==> src/rtl/cs_pkg.sv <==
// Shared types for the CS-cipher block packer.
// Build option CS_PACKER_PAD_EN selects PKCS#7-style padding and the PAD state.
package cs_pkg;
    localparam int BLOCK_BYTES = 8;

    typedef logic [63:0] cs_block_t;

`ifdef CS_PACKER_PAD_EN
    localparam bit PAD_EN = 1'b1;
    typedef enum logic [1:0] {S_FILL, S_HOLD, S_PAD} pk_state_t;
`else
    localparam bit PAD_EN = 1'b0;
    typedef enum logic [1:0] {S_FILL, S_HOLD} pk_state_t;
`endif

    // Extra block emitted after an exactly-full message when padding is enabled.
    localparam cs_block_t PAD_BLOCK = 64'h0808080808080808;
endpackage

==> src/rtl/cs_pad_fill.sv <==
// Completes a partial block: bytes at positions >= cnt become the pad value (8-cnt)
// when CS_PACKER_PAD_EN is defined, zero otherwise. cnt is the number of valid bytes (1..8).
module cs_pad_fill
    import cs_pkg::*;
(
    input  cs_block_t  blk,
    input  logic [3:0] cnt,
    output cs_block_t  filled
);
    logic [7:0] fill_byte;

    assign fill_byte = PAD_EN ? {4'd0, 4'd8 - cnt} : 8'd0;

    generate
        for (genvar gi = 0; gi < BLOCK_BYTES; gi++) begin : g_byte
            assign filled[63-8*gi -: 8] = (4'(gi) < cnt) ? blk[63-8*gi -: 8] : fill_byte;
        end
    endgenerate
endmodule

==> src/rtl/cs_block_packer.sv <==
// Packs a tlast-delimited byte stream into 64-bit blocks (first byte in [63:56]).
// Build option CS_PACKER_PAD_EN enables PKCS#7-style padding with a trailing pad block.
module cs_block_packer
    import cs_pkg::*;
#(
    parameter int CNT_W = 16
) (
    input  logic             clk,
    input  logic             rst,
    input  logic             s_axis_tvalid,
    input  logic [7:0]       s_axis_tdata,
    input  logic             s_axis_tlast,
    output logic             s_axis_tready,
    output logic             m_axis_tvalid,
    output logic [63:0]      m_axis_tdata,
    output logic             m_axis_tlast,
    input  logic             m_axis_tready,
    output logic [CNT_W-1:0] blk_count
);
    pk_state_t        state_reg;
    cs_block_t        asm_reg;
    cs_block_t        out_data_reg;
    logic [2:0]       idx_reg;
    logic             asm_last_reg;
    logic             out_valid_reg;
    logic             out_last_reg;
    logic             cnt_clr_reg;
    logic [CNT_W-1:0] blk_count_reg;
`ifdef CS_PACKER_PAD_EN
    logic             pad_pend_reg;
`endif

    logic      in_fire;
    logic      out_fire;
    logic      out_free;
    logic      blk_done;
    logic      need_pad;
    logic      blk_last;
    logic [5:0] shift;
    cs_block_t merged;
    cs_block_t filled;

    assign s_axis_tready = (state_reg == S_FILL) && !rst;
    assign in_fire  = s_axis_tvalid && s_axis_tready;
    assign out_fire = out_valid_reg && m_axis_tready;
    assign out_free = !out_valid_reg || m_axis_tready;

    // Byte idx lands at bit offset 8*(7-idx); the assembly register is zero between blocks.
    assign shift    = {~idx_reg, 3'b000};
    assign merged   = asm_reg | (cs_block_t'(s_axis_tdata) << shift);
    assign blk_done = (idx_reg == 3'd7) || s_axis_tlast;
    assign need_pad = PAD_EN && s_axis_tlast && (idx_reg == 3'd7);
    assign blk_last = s_axis_tlast && !need_pad;

    cs_pad_fill u_pad_fill (
        .blk    (merged),
        .cnt    ({1'b0, idx_reg} + 4'd1),
        .filled (filled)
    );

    always_ff @(posedge clk) begin
        if (rst) begin
            state_reg     <= S_FILL;
            asm_reg       <= '0;
            out_data_reg  <= '0;
            idx_reg       <= '0;
            asm_last_reg  <= 1'b0;
            out_valid_reg <= 1'b0;
            out_last_reg  <= 1'b0;
            cnt_clr_reg   <= 1'b0;
            blk_count_reg <= '0;
`ifdef CS_PACKER_PAD_EN
            pad_pend_reg  <= 1'b0;
`endif
        end else begin
            if (out_fire)
                out_valid_reg <= 1'b0;

            // Count is shown for one cycle after the tlast block, then cleared.
            cnt_clr_reg <= out_fire && out_last_reg;
            if (cnt_clr_reg)
                blk_count_reg <= out_fire ? CNT_W'(1) : '0;
            else if (out_fire && blk_count_reg != '1)
                blk_count_reg <= blk_count_reg + CNT_W'(1);

            case (state_reg)
                S_FILL: begin
                    if (in_fire) begin
                        if (blk_done) begin
                            idx_reg <= '0;
                            if (out_free) begin
                                out_data_reg  <= filled;
                                out_last_reg  <= blk_last;
                                out_valid_reg <= 1'b1;
                                asm_reg       <= '0;
`ifdef CS_PACKER_PAD_EN
                                state_reg     <= need_pad ? S_PAD : S_FILL;
`endif
                            end else begin
                                asm_reg      <= filled;
                                asm_last_reg <= blk_last;
`ifdef CS_PACKER_PAD_EN
                                pad_pend_reg <= need_pad;
`endif
                                state_reg    <= S_HOLD;
                            end
                        end else begin
                            asm_reg <= merged;
                            idx_reg <= idx_reg + 3'd1;
                        end
                    end
                end
                S_HOLD: begin
                    if (out_fire) begin
                        out_data_reg  <= asm_reg;
                        out_last_reg  <= asm_last_reg;
                        out_valid_reg <= 1'b1;
                        asm_reg       <= '0;
`ifdef CS_PACKER_PAD_EN
                        state_reg     <= pad_pend_reg ? S_PAD : S_FILL;
`else
                        state_reg     <= S_FILL;
`endif
                    end
                end
`ifdef CS_PACKER_PAD_EN
                S_PAD: begin
                    if (out_free) begin
                        out_data_reg  <= PAD_BLOCK;
                        out_last_reg  <= 1'b1;
                        out_valid_reg <= 1'b1;
                        state_reg     <= S_FILL;
                    end
                end
`endif
                default: state_reg <= S_FILL;
            endcase
        end
    end

    assign m_axis_tvalid = out_valid_reg;
    assign m_axis_tdata  = out_data_reg;
    assign m_axis_tlast  = out_last_reg;
    assign blk_count     = blk_count_reg;
endmodule
==> config.mk <==
export PLATFORM = sky130hd
export DESIGN_NAME = cs_block_packer
export DESIGN_NICKNAME = d
export VERILOG_FILES = /design/src/rtl/cs_pkg.sv /design/src/rtl/cs_pad_fill.sv /design/src/rtl/cs_block_packer.sv
export SDC_FILE = /design/constraint.sdc
export NUM_CORES = 1
export LEC_CHECK = 0
export CELL_PAD_IN_SITES_DETAIL_PLACEMENT = 1
export CELL_PAD_IN_SITES_GLOBAL_PLACEMENT = 1
export CORE_ASPECT_RATIO = 0.8
export CORE_MARGIN = 5
export CORE_UTILIZATION = 42
export CTS_BUF_LIST = sky130_fd_sc_hd__clkbuf_4 sky130_fd_sc_hd__clkbuf_8
export DETAILED_ROUTE_END_ITERATION = 8
export PLACE_DENSITY = 0.86
export SYNTH_ARGS = -nofsm -noshare
export SYNTH_HDL_FRONTEND = slang
export SYNTH_SLANG_ARGS = --single-unit
==> constraint.sdc <==
create_clock -name clk -period 2.3 [get_ports clk]
set_input_delay 0.345 -clock clk [delete_from_list [all_inputs] [get_ports clk]]
set_output_delay 0.345 -clock clk [all_outputs]
set_load 0.1 [all_outputs]
# Yosys cells after proc, flatten, opt, wreduce, memory -nomap -nowiden

Index checks and enable logic that the tools add are counted.

$add $sub $neg: 3
Multiply operators: 0
Divide/modulo/power cells: 0
$lt $le $gt $ge: 8
Eq/ne operators: 8
Shift-type cells: 1
Multiplexer cells: 38
Bitwise operators: 3
Reduce and logical (&&, ||, !) cells: 17

Operators with widths:

| cell                                                                        | number |
|---|---|
| 64-bit 2-to-1 mux                                                           | 8 |
| 64-bit one-hot mux with 2 select lines                                      | 2 |
| 8-bit 2-to-1 mux                                                            | 8 |
| 64-bit bitwise OR                                                           | 1 |
| 8-bit by 6-bit << shifter with 64-bit output                                | 1 |
| 16-bit 2-to-1 mux                                                           | 2 |
| 16-bit by 1-bit adder with 16-bit output, second input constant             | 1 |
| 3-bit by 4-bit less-than comparator with 1-bit output, first input constant | 4 |
| 16-bit != test, second input constant                                       | 1 |
| 1-bit 2-to-1 mux                                                            | 10 |
| 2-bit != test, second input constant                                        | 5 |
| 1-bit by 4-bit less-than comparator with 1-bit output, first input constant | 2 |
| 2-bit by 4-bit less-than comparator with 1-bit output, first input constant | 2 |
| 2-bit 2-to-1 mux                                                            | 4 |
| 4-bit AND reduction                                                         | 2 |
| 1-bit logical AND                                                           | 5 |
| 5-bit AND reduction                                                         | 1 |
| 3-bit by 1-bit adder with 4-bit output, second input constant               | 1 |
| 1-bit one-hot mux with 2 select lines                                       | 2 |
| 2-bit one-hot mux with 2 select lines                                       | 1 |
| 2-bit nonzero test                                                          | 2 |
| 3-bit by 1-bit adder with 3-bit output, second input constant               | 1 |
| 3-bit == test, second input constant                                        | 1 |
| 3-bit 2-to-1 mux                                                            | 1 |
| other kinds (8)                                                             | 10 |

Flip-flop bits (word level): 153
Bits in latches: 0
Bits in writable memories: 0
Memory bits (read-only): 0
Logic and storage cells: 87
Memories: 0

# Logic depth before layout (Yosys ltp)

Gate-level depths: netlist of run 1.

Word-level depth: 8
Depth in mapped cells: 10

# Cells and area by module

From an unflattened synthesis of run 1, not the netlist that was laid out.

Cells, all modules: 890
Area, all modules: 7696.1 um^2

Modules (own cells, without submodules):

| module          | times used | cells each | area an instance (um^2) | sequential area each (um^2) |
|---|---|---|---|---|
| cs_block_packer | 1          | 817        | 7219.4                  | 3042.9 |
| cs_pad_fill     | 1          | 73         | 476.7                   | 0.0 |

# Worst setup path after synthesis of run 1

Ideal clock, no wire load.

Path kind: reg-to-reg
Start: register state_reg[0]
End: register asm_reg[0]
Data arrival time: 2.612 ns
Required time: 2.183 ns
Path slack: -0.429 ns
Stages on the path, launching flop included: 6
Buffers on the path: 0
Period minus slack after synthesis: 2.729 ns
Path through: dfxtp_1 -> nor2_1 -> nand2_1 -> nor3_1 -> a2111oi_4 -> a22o_1

Word-level cells in the longest chain between the ends: 5
Elaborated cells between the ends (all ways): 9
Classes of those cells: eq/ne (3); mux (1); reduce/logical (5)

Ends and longest elaborated chain:

| item                          | RTL line               | source |
|---|---|---|
| start, declared               | cs_block_packer.sv:20  | `pk_state_t state_reg;` |
| start signal, assigned        | cs_block_packer.sv:63  | `state_reg <= S_FILL;` |
| start signal, assigned        | cs_block_packer.sv:105 | `state_reg <= S_HOLD;` |
| start signal, assigned        | cs_block_packer.sv:122 | `state_reg <= S_FILL;` |
| 2-bit zero test               | cs_block_packer.sv:43  | `assign s_axis_tready = (state_reg == S_FILL) && !rst;` |
| 1-bit logical AND             | cs_block_packer.sv:43  |  |
| via s_axis_tready             | cs_block_packer.sv:13  | `output logic s_axis_tready,` |
| 1-bit logical AND             | cs_block_packer.sv:44  | `assign in_fire = s_axis_tvalid && s_axis_tready;` |
| 2-bit != test (no line)       | --                     |  |
| 3-bit AND reduction (no line) | --                     |  |
| end signal, assigned          | cs_block_packer.sv:100 | `asm_reg <= filled;` |
| end signal, assigned          | cs_block_packer.sv:108 | `asm_reg <= merged;` |
| end, declared                 | cs_block_packer.sv:21  | `cs_block_t asm_reg;` |

The timed path passes the listed nets, and every way through them passes these cells.
A chain may end at the register's enable or synchronous reset.

# Final worst setup path of run 1

Start: register idx_reg[1]
End: register out_data_reg[40], in the netlist m_axis_tdata[40]

Word-level cells in the longest chain between the ends: 8
Elaborated cells between the ends (all ways): 14
Classes of those cells: add/sub (1); order compare (1); eq/ne (2); shift (1); mux (5); bitwise (2); reduce/logical (2)

Ends and longest elaborated chain:

| item                                                                                           | RTL line               | source |
|---|---|---|
| start, declared                                                                                | cs_block_packer.sv:23  | `logic [2:0] idx_reg;` |
| start signal, assigned                                                                         | cs_block_packer.sv:109 | `idx_reg <= idx_reg + 3'd1;` |
| parallel branches: the longest is 8 deep, another holds 3-bit by 1-bit adder with 4-bit output | --                     |  |
| end signal, assigned                                                                           | cs_block_packer.sv:92  | `out_data_reg <= filled;` |
| end signal, assigned                                                                           | cs_block_packer.sv:115 | `out_data_reg <= asm_reg;` |
| end, declared                                                                                  | cs_block_packer.sv:22  | `cs_block_t out_data_reg;` |

Parallel ways; which one is timed is not known. The select of a mux whose other input is x is not followed.

==> results of run 1 <==
[cells in the final DEF, fill, tap and decap left out, drive strengths merged, types with 5 or more instances in the layout]
cell,instances
a21oi,52
clkdlybuf4s50,11
nand2b,10
clkbuf,22
dfxtp,152
buf,140
o21ai,28
a31oi,6
nor4,7
nand3b,16
o2bb2ai,8
inv,5
nand3,12
a221oi,24
a211oi,49
a22o,24
nand2,49
o211ai,9
clkinv,6
nor3,57
nor2,97
nor2b,21
xnor2,7
[path summary, 6_finish.rpt]
path	cells after the start	end	slack, ns
hold reg to reg	2	m_axis_tdata[3]	0.46
setup / recovery	11	m_axis_tdata[40]	0.10
hold / removal	5	idx_reg[2]	0.40
setup reg to reg	11	m_axis_tdata[40]	0.10
[kinds of logic (layout without fill, tap and decap cells)]
group	count (synthesis)	count (layout)	synth area share [%]
AO/OA/AOI/OAI	211	211	23.10
XOR/XNOR	7	7	0.9576
adder cells (fa/ha/maj)	4	4	0.7817
buffers and inverters	57	190	3.772
flip-flops	152	152	47.53
multiplexers	2	2	0.3127
AND/OR/NAND/NOR	297	297	23.55
[power by group through the flow]
| stage | Sequential (mW) | Clock (mW) | Combinational, mW |
|---|---|---|---|
| 6_report | 2.74 | 2.08 | 1.02 |
| 5_1_grt | 2.74 | 2.21 | 1.06 |
| 3_5_place_dp | 2.80 | 0 | 0.963 |
| 3_3_place_gp | 2.79 | 0 | 0.942 |
| 4_1_cts | 2.74 | 2.10 | 0.975 |
| 2_1_floorplan | 3.19 | 0 | 0.288 |
[cell usage after synthesis (4+ instances only)]
cell / n / area [um2]
nand2_1: 49 / 183.9
inv_1: 5 / 18.77
a221oi_1: 24 / 210.2
nor3_1: 56 / 280.3
nor2_1: 95 / 356.6
a31oi_1: 6 / 37.54
ha_1: 4 / 50.05
buf_2: 13 / 65.06
or3_1: 4 / 25.02
a21oi_1: 51 / 255.2
o21ai_1: 12 / 60.06
nand2b_1: 10 / 62.56
and3_1: 4 / 25.02
o211ai_1: 9 / 67.56
o21ai_0: 15 / 75.07
clkbuf_1: 32 / 120.1
o2bb2ai_1: 8 / 70.07
xnor2_1: 7 / 61.31
nand4_1: 4 / 25.02
buf_1: 4 / 15.01
nand3_1: 12 / 60.06
a22o_1: 24 / 210.2
nand3b_1: 16 / 120.1
a211oi_1: 49 / 367.9
dfxtp_1: 152 / 3043
nor2b_1: 21 / 131.4
[timing repair]
action / CTS / global route
setup endpoints to repair: 18 / 58
hold buffers: 0 / 0
resized for setup: 7 / 15
pin swaps: 0 / 2
setup buffers: 0 / 7
cloned: 0 / 2
[final cells by class]
class	instances	area (um2)	area share, %
Multi-Input combinational cell	521	3218	39.37
Sequential cell	152	3062	37.46
Timing Repair Buffer	153	1249	15.28
Clock buffer	20	262.8	3.214
Tap cell	189	236.5	2.893
Clock inverter	12	127.6	1.561
Inverter	5	18.77	0.2296
[worst max-delay path, cell delays in order, from the launching register on]
cell	delay, ns
dfxtp_1	0.35
ha_2	0.21
ha_2	0.19
nor2_1	0.08
buf_4	0.15
o21a_1	0.19
buf_4	0.17
nor2_4	0.24
buf_12	0.16
clkbuf_16	0.17
nor2_1	0.05
nor3_1	0.15
[layer usage]
layer | vias to the layer above | GRT usage [%] | part of all wire [%]
met3 | 26 | 5.058 | 5.1
met5 | - | 0 | 0
met2 | 171 | 39.81 | 48
li1 | 2899 | - | -
met1 | 3199 | 32.41 | 46
met4 | 0 | 7.732 | 1.4
==> impl_metrics.ini, run 1 <==
[clock_network]
cts.sinks = 152
insertion_delay_ns = 0.47
clock_path_buffers = 2
numCtsBuffers = 17
cts_max_level = 4
cts_root_buf = clkbuf_8
path_clk_slew_ns = 0.08
cts_tree = yes

[floorplanning]
start_util_pct = 42.78
core-area_mm2 = 0.01496
die_w_um = 148.0
rows = 40
io-pin-count = 96
dieArea_mm2 = 0.01783
die_h_um = 120.4

[sta]
hold_slack_ns = 0.3976
period_share_pct = 95.59
drv_slew = 0
max_slew_margin_pct = 33.20
max_freq_mhz = 454.9
hold_viol_final = 0
layout_min_cycle_time_ns = 2.198
layout_setup_ws_ns = 0.1015
setup_tns_ns = 0
setup_viol = 0
worst_clock_skew_ns = 0.01184
worst_pin_slew_ns = 1.002

[drt]
dr.pass1.iters = 5
drc = 0
drtAntennaViolNets = 0
post_drt_wl_per_cell_um = 21.23
vias = 6295
routed_wirelength_um = 22330
drt_iter0_drc = 397
via_per_inst = 5.984

[pwr]
seq_power_share_pct = 46.9
pwr_density_cell_mw_per_mm2 = 714.2
ir_worst_vdd_mv = 0.3729
power_mw = 5.838
power_frac_clock_pct = 35.7
p_comb_share_pct = 17.4
switching_share_pct = 32.07
leakagePower_nw = 3.008
internal-power_mw = 3.966
power_switching_mw = 1.872

[critical_path]
cp.required_ns = 2.68
reg2reg_from = idx_reg[1]
worstPathMaxFanout = 17
endpoint_kind = register
path_class = register to register
crit_start = idx_reg[1]
crit_path_start_kind = register
arrival_ns = 2.58

[cells_and_area]
instances_no_fill = 1052
final_cell_area_mm2 = 0.008174
nets = 867
n_fill_cell = 1725
drive_gt1_share_pct = 25.26
fin_util_pct = 54.62
area_growth_pct = 27.67
n_antenna_cell = 0

[logic_synthesis]
synth_area_mm2 = 0.006402
async_flop_share_pct = 0
yosys_warnings = 0
synthCells = 730
synth_edf_count = 0
ys_types = 54
synthesis.nets = 747
synth-seq-cells = 152
ys.flop_type = dfxtp_1
syn_avg_cell_area_um2 = 8.770
synth_seq_area_share_pct = 47.53

[global_routing]
grt_pass1_wl_um = 34870
antenna_found_initial = 0
track_usage_pct = 24.36
grt_start_max_net_pins = 97
grt.overflow.total = 0
grt_pass1_vias = 6411

[place]
place_area_mm2 = 0.007574
dp.cells = 1011
gp_congestion = 0.8346
dp_hpwl_um = 14310
pre_cts_slack_ns = -0.1206
io_buffers = 95

[min_path]
hold_class = input port to register
hold_start = rst

[flow_run]
drv_cap = 0

[run_status]
status = finished, final reports clean
Note: power is estimated with default switching activity, not from simulation.
==> run 2, diff against run 1 <==
--- a/config.mk
+++ b/config.mk
@@ -5,7 +5,7 @@
 export SDC_FILE = /design/constraint.sdc
 export NUM_CORES = 1
 export LEC_CHECK = 0
-export CELL_PAD_IN_SITES_DETAIL_PLACEMENT = 1
+export CELL_PAD_IN_SITES_DETAIL_PLACEMENT = 0
 export CELL_PAD_IN_SITES_GLOBAL_PLACEMENT = 1
 export CORE_ASPECT_RATIO = 0.8
 export CORE_MARGIN = 5
==> impl_metrics.ini, run 2 (synthesized netlist as in run 1, its figures left out) <==
[critical_path]
path_class = register to register
crit_path_start_kind = register
critPathSlowestCell = nor4_4
endpoint_kind = register
cp_top_family = simple AND/OR/NAND/NOR gates
worstPathMaxFanout = 12
worstPathCellList = buf_4 -> inv_1 -> ha_1 -> nor2b_2 -> nor4_4 -> a221oi_1 -> nor3_1
slowest_delay_ns = 0.51
crit_buf_inv = 2
cp.required_ns = 2.67
arrival_ns = 2.57

[floorplanning]
die_w_um = 148.0
core-area_mm2 = 0.01496
rows = 40
io-pin-count = 96
start_util_pct = 42.78
dieArea_mm2 = 0.01783
die_h_um = 120.4

[clock_network]
hold_buffers = 0
path_clk_slew_ns = 0.08
cts_max_level = 4
numCtsBuffers = 17
cts_tree = yes
cts.sinks = 152
insertion_delay_ns = 0.45
cts_root_buf = clkbuf_8
clock_path_buffers = 2

[cells_and_area]
final_cell_area_mm2 = 0.008071
final_common_cell = dfxtp_1
n_fill_cell = 1341
layout_common_cells = dfxtp_1 (138), buf_4 (133), nor2_1 (92)
fin_util_pct = 53.94
drive_gt1_share_pct = 24.00
register_area_mm2 = 0.003060
n_antenna_cell = 0
multiInputGateArea_mm2 = 0.003196
nets = 860
area_growth_pct = 26.07

[drt]
routed_wirelength_um = 18480
drc = 0
dr.pass1.iters = 5
vias = 5994
drtAntennaViolNets = 0
via_per_inst = 5.747
drt_iter0_drc = 495
post_drt_wl_per_cell_um = 17.72

[global_routing]
grt_pass1_wl_um = 29900
track_usage_pct = 20.86
grt.overflow.total = 0
grt_pass1_vias = 5747
grt_start_max_net_pins = 97
antenna_found_initial = 0

[place]
place_area_mm2 = 0.007574
dp_hpwl_um = 12650
gp_congestion = 0.8346
io_buffers = 95

[sta]
layout_min_cycle_time_ns = 2.198
hold_slack_ns = 0.4216
setup_viol = 0
hold_viol_final = 0
drv_slew = 0
max_freq_mhz = 455.0
setup_tns_ns = 0
period_share_pct = 95.57
rsz0062_at_grt = true
worst_clock_skew_ns = 0.009622
worst_pin_slew_ns = 0.9247
max_slew_margin_pct = 38.35

[min_path]
hold_class = input port to register

[run_status]
status = finished, final reports clean

[pwr]
ir_worst_vdd_mv = 0.4406
leakagePower_nw = 2.971
pwr_density_cell_mw_per_mm2 = 723.5

[flow_run]
drv_cap = 0
-- run 2: layout make-up --
cell class / count / area share [%]
clock inverter: 9 / 1.519
timing repair buffer: 146 / 14.23
sequential: 152 / 37.92
tap: 189 / 2.930
inverter: 5 / 0.2325
multi-input combinational: 521 / 39.59
clock buffer: 21 / 3.581
-- run 2: stage by stage --
stage / std cells / power, mW / worst slack [ns]
CTS: 1041 / 5.883 / 0.02954
global placement: 1011 / 3.734 / -0.03730
detailed placement: 1011 / 3.745 / -0.08361
floorplan: 730 / 3.482 / 0.001982
global route: 1043 / 6.051 / -0.02583
finish: 1043 / 5.839 / 0.1020
-- run 2: where the power goes --
part | total, mW | internal (mW) | switching (mW)
sequential | 2.73 | 2.69 | 0.0381
combinational | 0.966 | 0.240 | 0.726
clock | 2.14 | 1.17 | 0.974
-- run 2: path summary, 6_finish.rpt --
check                   from               end  slack, ns  cells past startpoint
max               idx_reg[0]  m_axis_tdata[48]       0.10                      7
min                      rst        idx_reg[0]       0.42                      4
max reg2reg       idx_reg[0]  m_axis_tdata[48]       0.10                      7
min reg2reg  m_axis_tdata[2]   m_axis_tdata[2]       0.46                      2
-- run 2: per-layer routing --
layer | share of wire (%) | global-route usage, % | routed length [um] | vias to the layer above
met5 | 0 | 0 | 0 | -
met3 | 6.3 | 4.608 | 1169 | 31
met1 | 48 | 29.15 | 8792 | 2849
li1 | - | - | - | 2897
met4 | 2.2 | 7.905 | 398 | 0
met2 | 44 | 31.57 | 8120 | 217
-- run 2: tightest hold or removal path: cells and delay by family --
family	cells	cell delay [ns]
AND/OR/NAND/NOR	2	0.26
buffers and inverters	1	0.13
AO/OA/AOI/OAI	1	0.10
-- run 2: what timing repair did --
item / in CTS / in global routing
setup endpoints to repair: 15 / 49
setup buffers: 0 / 2
gates resized for setup: 5 / 11
